===== src/rtl/uart_tx_fifo.sv =====
// uart_tx_fifo: FIFO-buffered UART transmitter with configurable frame format.
// Words are accepted over a ready/valid interface into an internal FIFO and
// serialised LSB-first as: start bit, data bits, optional parity bit, stop bit(s).
// A running 32-bit checksum of all transmitted words is kept for debug/LEDs.
//
// Ports:
//   clock       system clock
//   tock_reset  asynchronous, active-high reset
//   i_data      word to transmit
//   i_valid     i_data valid this cycle
//   o_ready     FIFO can accept a word (count < fifo_depth)
//   o_serial    serial line, idle high (registered)
//   o_busy      a frame is in progress (state != IDLE)
//   o_count     FIFO occupancy
//   o_checksum  running sum (mod 2^32) of every word popped for transmission
module uart_tx_fifo #(
  parameter int unsigned cycles_per_bit = 20000,
  parameter int unsigned data_bits      = 8,
  parameter int unsigned parity_mode    = 0,
  parameter int unsigned stop_bits      = 1,
  parameter int unsigned fifo_depth     = 16
) (
  input  logic                        clock,
  input  logic                        tock_reset,
  input  logic [data_bits-1:0]        i_data,
  input  logic                        i_valid,
  output logic                        o_ready,
  output logic                        o_serial,
  output logic                        o_busy,
  output logic [$clog2(fifo_depth):0] o_count,
  output logic [31:0]                 o_checksum
);

  localparam int unsigned AW = $clog2(fifo_depth);
  localparam int unsigned CW = AW + 1;
  localparam int unsigned TW = $clog2(cycles_per_bit);
  localparam int unsigned BW = 4;

  if (parity_mode > 2) begin : g_bad_parity
    $error("uart_tx_fifo: parity_mode must be 0 (none), 1 (odd) or 2 (even)");
  end
  if (stop_bits < 1 || stop_bits > 2) begin : g_bad_stop
    $error("uart_tx_fifo: stop_bits must be 1 or 2");
  end
  if (data_bits < 5 || data_bits > 9) begin : g_bad_data
    $error("uart_tx_fifo: data_bits must be 5..9");
  end
  if (cycles_per_bit < 2) begin : g_bad_cpb
    $error("uart_tx_fifo: cycles_per_bit must be at least 2");
  end
  if (fifo_depth < 2 || fifo_depth > 256 || (fifo_depth & (fifo_depth - 1)) != 0) begin : g_bad_depth
    $error("uart_tx_fifo: fifo_depth must be a power of two in 2..256");
  end

  typedef enum logic [2:0] {IDLE, START, DATA, PARITY, STOP} state_t;

  state_t               state;
  logic [data_bits-1:0] mem [fifo_depth];
  logic [AW-1:0]        wr_ptr;
  logic [AW-1:0]        rd_ptr;
  logic [data_bits-1:0] shift;
  logic                 par_bit;
  logic [TW-1:0]        tick;
  logic [BW-1:0]        bit_idx;
  logic [data_bits-1:0] head;
  logic                 tick_last;
  logic                 last_stop;
  logic                 push;
  logic                 pop;
  logic                 line;

  always_comb begin
    head      = mem[rd_ptr];
    o_ready   = (o_count < CW'(fifo_depth));
    push      = i_valid && o_ready;
    tick_last = (tick == TW'(cycles_per_bit - 1));
    last_stop = (state == STOP) && tick_last && (bit_idx == BW'(stop_bits - 1));
    // Popping in the final stop cycle gives zero-gap back-to-back frames.
    pop       = ((state == IDLE) || last_stop) && (o_count != '0);
    o_busy    = (state != IDLE);
  end

  // Line level for the current state; o_serial registers it, so the line
  // trails the state by one cycle (start bit appears the edge after the pop).
  always_comb begin
    line = 1'b1;
    case (state)
      START:   line = 1'b0;
      DATA:    line = shift[0];
      PARITY:  line = par_bit;
      default: line = 1'b1;
    endcase
  end

  always_ff @(posedge clock) begin
    if (push) mem[wr_ptr] <= i_data;
  end

  always_ff @(posedge clock or posedge tock_reset) begin
    if (tock_reset) begin
      wr_ptr  <= '0;
      rd_ptr  <= '0;
      o_count <= '0;
    end else begin
      if (push) wr_ptr <= wr_ptr + 1'b1;
      if (pop)  rd_ptr <= rd_ptr + 1'b1;
      case ({push, pop})
        2'b10:   o_count <= o_count + 1'b1;
        2'b01:   o_count <= o_count - 1'b1;
        default: o_count <= o_count;
      endcase
    end
  end

  always_ff @(posedge clock or posedge tock_reset) begin
    if (tock_reset) begin
      state      <= IDLE;
      o_serial   <= 1'b1;
      o_checksum <= '0;
      shift      <= '0;
      par_bit    <= 1'b0;
      tick       <= '0;
      bit_idx    <= '0;
    end else begin
      o_serial <= line;
      case (state)
        IDLE: begin
          if (pop) begin
            state <= START;
            tick  <= '0;
          end
        end
        START: begin
          if (tick_last) begin
            state   <= DATA;
            tick    <= '0;
            bit_idx <= '0;
          end else begin
            tick <= tick + 1'b1;
          end
        end
        DATA: begin
          if (tick_last) begin
            tick  <= '0;
            shift <= shift >> 1;
            if (bit_idx == BW'(data_bits - 1)) begin
              bit_idx <= '0;
              state   <= (parity_mode != 0) ? PARITY : STOP;
            end else begin
              bit_idx <= bit_idx + 1'b1;
            end
          end else begin
            tick <= tick + 1'b1;
          end
        end
        PARITY: begin
          if (tick_last) begin
            state   <= STOP;
            tick    <= '0;
            bit_idx <= '0;
          end else begin
            tick <= tick + 1'b1;
          end
        end
        STOP: begin
          if (tick_last) begin
            tick <= '0;
            if (bit_idx == BW'(stop_bits - 1)) begin
              bit_idx <= '0;
              state   <= pop ? START : IDLE;
            end else begin
              bit_idx <= bit_idx + 1'b1;
            end
          end else begin
            tick <= tick + 1'b1;
          end
        end
        default: state <= IDLE;
      endcase
      if (pop) begin
        shift      <= head;
        // Odd mode inverts the XOR so the ones-count including parity is odd.
        par_bit    <= (^head) ^ (parity_mode == 1);
        o_checksum <= o_checksum + 32'(head);
      end
    end
  end

endmodule


===== config.mk =====
export PLATFORM = sky130hd
export DESIGN_NAME = uart_tx_fifo
export DESIGN_NICKNAME = d
export VERILOG_FILES = /design/src/rtl/uart_tx_fifo.sv
export SDC_FILE = /design/constraint.sdc
export NUM_CORES = 1
export LEC_CHECK = 0
export CAP_MARGIN = 20
export CORE_MARGIN = 3
export CORE_UTILIZATION = 56
export DETAILED_ROUTE_END_ITERATION = 10
export PLACE_DENSITY = 0.79
export SLEW_MARGIN = 20
export SYNTH_ARGS = -nofsm -noshare
export SYNTH_HDL_FRONTEND = slang
export SYNTH_SLANG_ARGS = --single-unit

===== constraint.sdc =====
create_clock -name clock -period 4.95 [get_ports clock]
set_input_delay 1.2375 -clock clock [delete_from_list [all_inputs] [get_ports clock]]
set_output_delay 1.2375 -clock clock [all_outputs]
set_load 0.02 [all_outputs]

==> results.tsv, run 1 <==
metric	value	unit
setup_viol	0	
cts_tree	yes	
cts.sinks	205	
finalCriticalPeriod	4164	ps
synth_edf_count	128	
slew_headroom	31.93	%
vias	5508	
gr-usage-all-layers	20.47	%
critPathTopFamily	compound AO/OA/AOI/OAI gates	
cts_buffers	22	
nFillCells	1073	
final_hold_viol_count	0	
critPathLaunchType	flop	
grt_overflow	0	
yosysTopAreaCell	edfxtp_1	
synthArstFlopShare	37.56	%
postRouteAntennaNets	0	
fp.dieH	133.4	µm
io_pins	51	
r2r_setup_slack	790	ps
ff_latch_area	5773	µm²
finalWeightedCongestion	0.8316	
worstMarginPinSlew	1021	ps
leakage	3.934	nW
max_stage_delay	820	ps
synth_area	9090	µm²
cp_max_fo	35	
antenna_cells	0	
hpwl	11860	µm
worstPathRequired	5330	ps
multi_input_area	3136	µm²
routed_wl	17820	µm
cp_slowest_cell	a21oi_1	
crit_type	reg2reg	
first_global_vias	5638	
crit_path_start	rd_ptr[0]	
dieArea	17800	µm²
cts.htree.levels	1	
core	15540	µm²
fp-row-count	45	
cts_buffer_depth	3	
dp.cells	883	
antenna_found_initial	0	
post-route-period-util	84.12	%
cp-end-kind	flop	
numPortBuffers	50	
clock_skew	9.312	ps
yosysWarnings	0	
reg2reg_depth	12	
drc	0	
start_util	58.49	%
r2r-start	rd_ptr[0]	
avgSynthCellArea	14.23	µm²
syn_inst	639	
endpoint	o_checksum[16]	
syn-num-nets	671	
rsz0062_at_grt	false	
ys_top_cells_by_area	edfxtp_1 42%, dfrtp_1 21%, mux4_2 7.9%	
maxSlewViolCount	0	
first_pass_iters	5	
tns	0	ps
drt_iter0_drc	400	
synth-seq-cells	205	
insertion_delay	500	ps
cp.buffers_inverters	1	
path_common_cell	o21ai_0	
die_width	133.4	µm
grt_max_degree	36	
r2r-end	o_checksum[16]	
areaGrowthSynthToFinish	16.20	%
grt_pass1_wl	29240	µm
ir_drop	0.0004325	V
path_clk_slew	60	ps
crit_chain	buf_12, mux4_2, a22oi_1, nand2_1, ha_1, nor2b_1, o21ai_0, a21boi_0, o21ai_0, a21oi_1, o2111ai_1, xnor2_1	
ctsHoldBuffers	0	
hold-worst-slack	479.5	ps
post_cts.repair.setup_buffers	0	
totalPowerFinal	3.500	mW
cts-root-buf	clkbuf_16	
cp.depth	12	
vias_per_cell	5.967	
yosysSeqAreaShare	63.50	%
cts-resized-gates	0	
final_layout_size_suffix_gt1_share	12.64	%
synth_cell_types	56	
layout.nets	728	
synthFlopType	edfxtp_1	
synth_top_area_share	42.28	%
route.detailed.wl_per_inst	19.31	µm
maxCapViolCount	0	
post-route-util	67.97	%
fmax	240.1	MHz
hold_path.class	reg2reg	
status	complete, no violations	
critPathArrivalTime	4540	ps
instances_no_fill	923	
power.density	331.4	nW/µm²
## cells by family (layout without fill, tap and decap cells)
group,Yosys count,after routing,share of synthesized area (%)
adder cells (fa/ha/maj),21,21,2.973
AND/OR/NAND/NOR,180,180,10.49
multiplexers,34,34,8.162
AO/OA/AOI/OAI,98,98,7.378
buffers and inverters,44,117,2.010
flip-flops,205,205,63.50
XOR/XNOR,57,57,5.492
## worst min-delay path by stage
stage / startpoint / endpoint / slack (ps) / cells after the start
3_5_place_dp: o_checksum[31] / o_checksum[31] / 480 / 1
6_report: o_checksum[31] / o_checksum[31] / 480 / 1
3_3_place_gp: o_checksum[31] / o_checksum[31] / 470 / 1
2_1_floorplan: par_bit / par_bit / 450 / 2
4_1_cts: o_checksum[31] / o_checksum[31] / 490 / 1
5_1_grt: o_checksum[31] / o_checksum[31] / 490 / 1
## flip-flops by register name, indices dropped and copies added (netlist names)
register    count
shift           8
bit_idx         4
tick           15
par_bit         1
o_serial        1
state           3
wr_ptr          4
mem           128
rd_ptr          4
o_count         5
o_checksum     32
## area by class of cell
type,instances,share of cell area (%)
tap,211,2.499
inverter,18,0.6397
sequential,205,54.66
clock buffer,30,5.781
multi-input combinational,390,29.69
clock inverter,10,1.125
timing repair buffer,59,5.615
## layout by cell type (no fill, tap or decap), drive strengths merged, types with 3 or more instances in the layout
master,Yosys,final
o2111ai,7,7
ha,20,20
nand2b,5,5
and2,22,22
clkbuf,16,30
nor3,10,10
xnor2,43,43
o21ai,30,30
or4,3,3
clkdlybuf4s50,0,50
edfxtp,128,128
nor2,29,29
or3,3,3
buf,10,9
dfrtp,76,76
nor2b,4,4
nand3,13,13
xor2,14,14
and3,10,10
mux4,32,32
a22o,4,4
a21oi,20,20
nand4,13,13
nand2,56,56
a221o,7,7
inv,17,18
clkinv,1,7
o211ai,3,3
a22oi,15,15
a21o,4,4
nand3b,3,3
## stage by stage
stage	cell area [µm²]	setup slack [ps]
floorplan	9090	1484
global placement	9813	1021
detailed placement	9833	845.6
CTS	10560	814.3
global route	10560	410.9
finish	10560	785.9
## Yosys cell counts (all sizes together) (5+ instances only)
library cell and count:
a21oi 20, a221o 7, a22oi 15, and2 22, and3 10, buf 10
clkbuf 16, dfrtp 76, edfxtp 128, ha 20, inv 17, mux4 32
nand2 56, nand2b 5, nand3 13, nand4 13, nor2 29, nor3 10
o2111ai 7, o21ai 30, xnor2 43, xor2 14
## metal layers
| metal | vias up | share of wire [%] | global-route usage [%] |
|---|---|---|---|
| li1 | 2515 | - | - |
| met1 | 2786 | 42 | 26.69 |
| met2 | 171 | 51 | 35.86 |
| met3 | 36 | 5.2 | 3.474 |
| met4 | 0 | 2.5 | 5.657 |
| met5 | - | 0 | 0 |
## where the power goes
group / switching, mW / internal [mW] / leakage [nW]
clock network: 0.648 / 0.975 / 0.357
registers: 0.00323 / 1.82 / 2.15
logic: 0.0339 / 0.0158 / 1.43
Note: power is estimated with default switching activity, not from simulation.
==> run 2, diff against run 1 <==
==> constraint.sdc (replaced) <==
create_clock -name clock -period 4 [get_ports clock]
set_input_delay 1 -clock clock [delete_from_list [all_inputs] [get_ports clock]]
set_output_delay 1 -clock clock [all_outputs]
set_load 0.02 [all_outputs]
==> run 2 against run 1 <==
Compared with the run above: worst hold slack barely moved; via count grew 0.64%; count of clock-buffer cells in the layout decreased by 6; first-iteration DRC count increased by 30%; total power is 22% higher; maximum frequency up 10%; clock skew rose by 0.86 ps; die area unchanged; global-route usage increased by 0.73 points; routed wire length up 4.2%; critical path depth grew 1; critical endpoint is now o_checksum[7]; largest cell class unchanged.
==> results.tsv, run 2 (synthesized netlist as in run 1, its figures left out) <==
metric	value	unit	change
ir_drop	0.0004087	V	was 0.0004325 V
fmax	264.3	MHz	was 240.1 MHz
hold_path.class	reg2reg		unchanged
maxSlewViolCount	0		unchanged
worstMarginPinSlew	759.2	ps	was 1021 ps
vias_per_cell	5.986		was 5.967
place_area	9891	µm²	was 9833 µm²
r2r-start	rd_ptr[0]		unchanged
crit_chain	buf_4, mux4_2, a22o_1, a221oi_2, inv_1, ha_1, a21o_1, a21oi_1, o21ai_0, a21oi_1, o21ai_0, a21o_1, a221o_1		was buf_12, mux4_2, a22oi_1, nand2_1, ha_1, nor2b_1, o21ai_0, a21boi_0, o21ai_0, a21oi_1, o2111ai_1, xnor2_1
cts_buffer_depth	3		unchanged
nFillCells	1039		was 1073
r2r_setup_slack	220	ps	was 790 ps
dieArea	17800	µm²	unchanged
post-route-util	68.15	%	was 67.97%
critPathArrivalTime	4160	ps	was 4540 ps
hold-worst-slack	479.0	ps	was 479.5 ps
routed_wl	18570	µm	was 17820 µm
fp-row-count	45		unchanged
antenna_found_initial	0		unchanged
hold_depth	1		unchanged
cp_slowest_cell	mux4_2		was a21oi_1
first_global_vias	5616		was 5638
postRouteAntennaNets	0		unchanged
post_cts.repair.setup_buffers	0		unchanged
areaGrowthSynthToFinish	16.50	%	was 16.20%
vias	5543		was 5508
cts-resized-gates	1		was 0
critPathTopFamily	compound AO/OA/AOI/OAI gates		unchanged
cts_buffers	21		was 22
cp.buffers_inverters	2		was 1
first_pass_iters	5		unchanged
slew_headroom	49.31	%	was 31.93%
reg2reg_depth	13		was 12
io_pins	51		unchanged
cp_max_fo	10		was 35
top_regs	mem: 128 flops, o_checksum: 32 flops, tick: 15 flops		unchanged
final_cell_mix	128 x edfxtp_1, 75 x dfrtp_1, 56 x nand2_1		unchanged
rsz0062_at_grt	false		unchanged
finalCriticalPeriod	3783	ps	was 4164 ps
cts.htree.levels	1		unchanged
drt_iter0_drc	520		was 400
hpwl	12420	µm	was 11860 µm
final_layout_size_suffix_gt1_share	13.57	%	was 12.64%
cts.sinks	205		unchanged
grt_max_degree	47		was 36
min_to	o_checksum[31]		unchanged
finalWeightedCongestion	0.8133		was 0.8316
hp-start	o_checksum[31]		unchanged
r2r-end	o_checksum[7]		was o_checksum[16]
layout.nets	733		was 728
crit_type	reg2reg		unchanged
critPathLaunchType	flop		unchanged
antenna_cells	0		unchanged
post-route-period-util	94.57	%	was 84.12%
largest_register_ffs	128		unchanged
mostFrequentLayoutCell	edfxtp_1		unchanged
gr-usage-all-layers	21.21	%	was 20.47%
core	15540	µm²	unchanged
final_area	10590	µm²	was 10560 µm²
worstPathRequired	4380	ps	was 5330 ps
fp.dieH	133.4	µm	unchanged
ctsHoldBuffers	0		unchanged
start_util	58.49	%	unchanged
route.detailed.wl_per_inst	20.05	µm	was 19.31 µm
tns	0	ps	unchanged
leakage	3.956	nW	was 3.934 nW
power.density	404.1	nW/µm²	was 331.4 nW/µm²
grt_overflow	0		unchanged
numPortBuffers	50		unchanged
status	complete, no violations		unchanged
clock_skew	10.17	ps	was 9.312 ps
drc	0		unchanged
cp-end-kind	flop		unchanged
path_clk_slew	60	ps	about the same
setup_viol	0		unchanged
grt_pass1_wl	29860	µm	was 29240 µm
insertion_delay	500	ps	about the same
die_width	133.4	µm	unchanged
max_stage_delay	520	ps	was 820 ps
largest-register	mem		unchanged
cts_tree	yes		unchanged
final_hold_viol_count	0		unchanged
cts-root-buf	clkbuf_16		unchanged
maxCapViolCount	0		unchanged
## run 2: cell count changes in the layout (fill, tap and decap cells not counted), sizes merged
cell    previous run  this run
bufinv             2         3
buf                9        15
clkinv             7         9
clkbuf            30        24
## run 2: through the flow
step                      setup WS (ps)  total power, mW  std cells
after floorplan                   534.1            2.326        639
after global placement            93.22            2.364        889
after detailed placement          47.98            2.368        889
after CTS                         209.5            4.315        926
after global routing              56.95            4.414        926
final                             217.1            4.280        926
## run 2: worst max path at each step
| stage | endpoint | cells past startpoint | start |
|---|---|---|---|
| floorplan | o_count[4] | 15 | tick[5] |
| global placement | o_checksum[8] | 12 | rd_ptr[0] |
| detailed placement | o_checksum[16] | 12 | rd_ptr[0] |
| CTS | o_checksum[7] | 13 | rd_ptr[0] |
| global route | o_checksum[7] | 13 | rd_ptr[0] |
| finish | o_checksum[7] | 13 | rd_ptr[0] |
## run 2: cell type report
| cell class | instances | area (µm²) | area share (%) |
|---|---|---|---|
| clock buffers | 24 | 546.8 | 5.163 |
| clock inverters | 13 | 148.9 | 1.406 |
| inverters | 18 | 67.56 | 0.6380 |
| multi-input cells | 390 | 3139 | 29.64 |
| flip-flops and latches | 205 | 5773 | 54.51 |
| well taps | 211 | 264.0 | 2.493 |
| repair buffers | 65 | 650.6 | 6.144 |
## run 2: layer usage
metal / global-route usage (%) / part of all wire (%) / vias up / wire length (µm)
met2: 35.13 / 50 / 218 / 9306
met4: 6.229 / 2.7 / 0 / 507
met1: 29.05 / 40 / 2761 / 7417
li1: - / - / 2523 / -
met3: 4.041 / 7.2 / 41 / 1333
met5: 0 / 0 / - / 0
## run 2: where the power goes
| part | total [mW] | internal [mW] | switching, mW |
|---|---|---|---|
| Combinational | 0.0628 | 0.0189 | 0.0439 |
| Sequential | 2.26 | 2.26 | 0.00389 |
| Clock | 1.96 | 1.18 | 0.779 |
| Total | 4.28 | 3.45 | 0.826 |
==> run 3, diff against run 2 <==
--- a/config.mk
+++ b/config.mk
@@ -9,7 +9,7 @@
 export CORE_MARGIN = 3
 export CORE_UTILIZATION = 56
 export DETAILED_ROUTE_END_ITERATION = 10
-export PLACE_DENSITY = 0.79
+export PLACE_DENSITY_LB_ADDON = 0.08
 export SLEW_MARGIN = 20
 export SYNTH_ARGS = -nofsm -noshare
 export SYNTH_HDL_FRONTEND = slang
==> run 3 against run 2 <==
Compared with the run above: die area did not move; count of clock-buffer cells in the layout is 4 higher; highest routed layer unchanged; clock power is 4% lower; register-to-register slack better by 70 ps; sequential share of layout area down 0.16 points; largest cell class unchanged; global-route usage is 0.40 points higher.
==> results.tsv, run 3 (synthesized netlist as in run 1, its figures left out) <==
metric	value	unit	change
status	complete, no violations		unchanged
crit_type	reg2reg		unchanged
largest-register	mem		unchanged
numPortBuffers	50		unchanged
grt_max_degree	35		was 47
cts_buffer_depth	3		unchanged
cp_max_fo	12		was 10
route.detailed.wl_per_inst	20.10	µm	was 20.05 µm
path_common_cell	o21ai_0		
layout.nets	738		was 733
path_clk_slew	60	ps	about the same
core	15540	µm²	unchanged
antenna_cells	0		unchanged
first_global_vias	5570		was 5616
grt_pass1_wl	30080	µm	was 29860 µm
post_cts.repair.setup_buffers	0		unchanged
leakage	3.956	nW	about the same
critPathLaunchType	flop		unchanged
cts.htree.levels	1		unchanged
largest_register_ffs	128		unchanged
worstPathRequired	4380	ps	about the same
final_cell_mix	128 x edfxtp_1, 75 x dfrtp_1, 56 x nand2_1		unchanged
vias	5415		was 5543
postRouteAntennaNets	0		unchanged
routed_wl	18710	µm	was 18570 µm
drc	0		unchanged
rsz0062_at_grt	false		unchanged
cts-root-buf	clkbuf_16		unchanged
insertion_delay	520	ps	was 500 ps
slew_headroom	53.67	%	was 49.31%
critPathTopFamily	compound AO/OA/AOI/OAI gates		unchanged
hold_path.class	reg2reg		unchanged
cts.sinks	205		unchanged
cp_slowest_cell	a21oi_2		was mux4_2
maxSlewViolCount	0		unchanged
power.density	396.8	nW/µm²	was 404.1 nW/µm²
ir_drop	0.0004269	V	was 0.0004087 V
cts-resized-gates	0		was 1
crit_chain	buf_12, mux4_2, a22oi_1, nand2_1, ha_1, nor2b_1, o21ai_0, a21boi_0, o21ai_0, a21oi_2, o2111ai_1, xnor2_1		was buf_4, mux4_2, a22o_1, a221oi_2, inv_1, ha_1, a21o_1, a21oi_1, o21ai_0, a21oi_1, o21ai_0, a21o_1, a221o_1
start_util	58.49	%	unchanged
grt_overflow	0		unchanged
die_width	133.4	µm	unchanged
gr-usage-all-layers	21.61	%	was 21.21%
cp.buffers_inverters	1		was 2
fmax	269.0	MHz	was 264.3 MHz
critPathArrivalTime	4100	ps	was 4160 ps
cp-end-kind	flop		unchanged
first_pass_iters	5		unchanged
drt_iter0_drc	348		was 520
dieArea	17800	µm²	unchanged
worstMarginPinSlew	690.8	ps	was 759.2 ps
vias_per_cell	5.816		was 5.986
finalCriticalPeriod	3718	ps	was 3783 ps
cts_buffers	22		was 21
tns	0	ps	unchanged
ctsHoldBuffers	0		unchanged
maxCapViolCount	0		unchanged
io_pins	51		unchanged
final_hold_viol_count	0		unchanged
setup_viol	0		unchanged
cts_tree	yes		unchanged
antenna_found_initial	0		unchanged
finalWeightedCongestion	0.8147		was 0.8133
hpwl	12740	µm	was 12420 µm
max_stage_delay	530	ps	was 520 ps
post-route-period-util	92.94	%	was 94.57%
areaGrowthSynthToFinish	16.85	%	was 16.50%
mostFrequentLayoutCell	edfxtp_1		unchanged
clock_skew	24.46	ps	was 10.17 ps
final_layout_size_suffix_gt1_share	13.47	%	was 13.57%
post-route-util	68.35	%	was 68.15%
top_regs	mem: 128 flops, o_checksum: 32 flops, tick: 15 flops		unchanged
fp-row-count	45		unchanged
fp.dieH	133.4	µm	unchanged
[run 3: changes by cell type in the layout (fill, tap and decap cells not counted), sizes merged]
cell,delta
clkbuf,+4
buf,+4
bufinv,-2
clkinvlp,+1
inv,-2
[run 3: worst paths after layout]
| check | endpoint | startpoint | depth (start not counted) | slack, ps |
|---|---|---|---|---|
| worst max-delay path | o_checksum[28] | rd_ptr[0] | 12 | 280 |
| min in group asynchronous | o_count[1] | tock_reset | 2 | 770 |
| worst max register to register | o_checksum[28] | rd_ptr[0] | 12 | 280 |
| worst min-delay path | o_checksum[31] | o_checksum[31] | 1 | 480 |
| worst min register to register | o_checksum[31] | o_checksum[31] | 1 | 480 |
| max in group asynchronous | rd_ptr[0] | tock_reset | 3 | 2440 |
[run 3: routing by layer]
metal | up-vias | global-route usage [%] | share of wire (%) | wire (µm)
li1 | 2536 | - | - | -
met1 | 2721 | 29.03 | 42 | 7878
met2 | 129 | 37.64 | 52 | 9741
met3 | 29 | 2.983 | 3.7 | 701
met4 | 0 | 5.543 | 2.1 | 391
met5 | - | 0 | 0 | 0
[run 3: area by class of cell]
cell class | count | area [µm²]
clock buffers | 28 | 583.1
fillers | 1079 | 4918
clock inverters | 10 | 101.3
inverters | 18 | 68.82
repair buffers | 69 | 680.7
flip-flops and latches | 205 | 5773
well taps | 211 | 264.0
multi-input cells | 390 | 3151
[run 3: metrics by stage]
| stage | power [mW] | cell area, µm² | hold slack (ps) | worst slack (ps) | cells |
|---|---|---|---|---|---|
| final | 4.215 | 10620 | 475.1 | 282.4 | 931 |
| after global routing | 4.346 | 10620 | 495.2 | 36.28 | 931 |
| after CTS | 4.252 | 10610 | 474.5 | 9.832 | 931 |
| after detailed placement | 2.366 | 9922 | 463.3 | 85.68 | 893 |
| after global placement | 2.363 | 9922 | 459.9 | 154.5 | 893 |
| after floorplan | 2.326 | 9090 | 450.2 | 534.1 | 639 |
[run 3: worst reg2reg max path, stage by stage, from the launching register on]
cell	delay [ps]
dfrtp_2	480
buf_12	180
mux4_2	510
a22oi_1	250
nand2_1	130
ha_1	350
nor2b_1	140
o21ai_0	120
a21boi_0	270
o21ai_0	180
a21oi_2	530
o2111ai_1	260
xnor2_1	170
[run 3: power by group]
group | total, mW | leakage (nW) | internal, mW | switching [mW]
Clock | 1.89 | 0.326 | 1.10 | 0.792
Combinational | 0.0606 | 1.48 | 0.0182 | 0.0424
Sequential | 2.26 | 2.15 | 2.26 | 0.00396
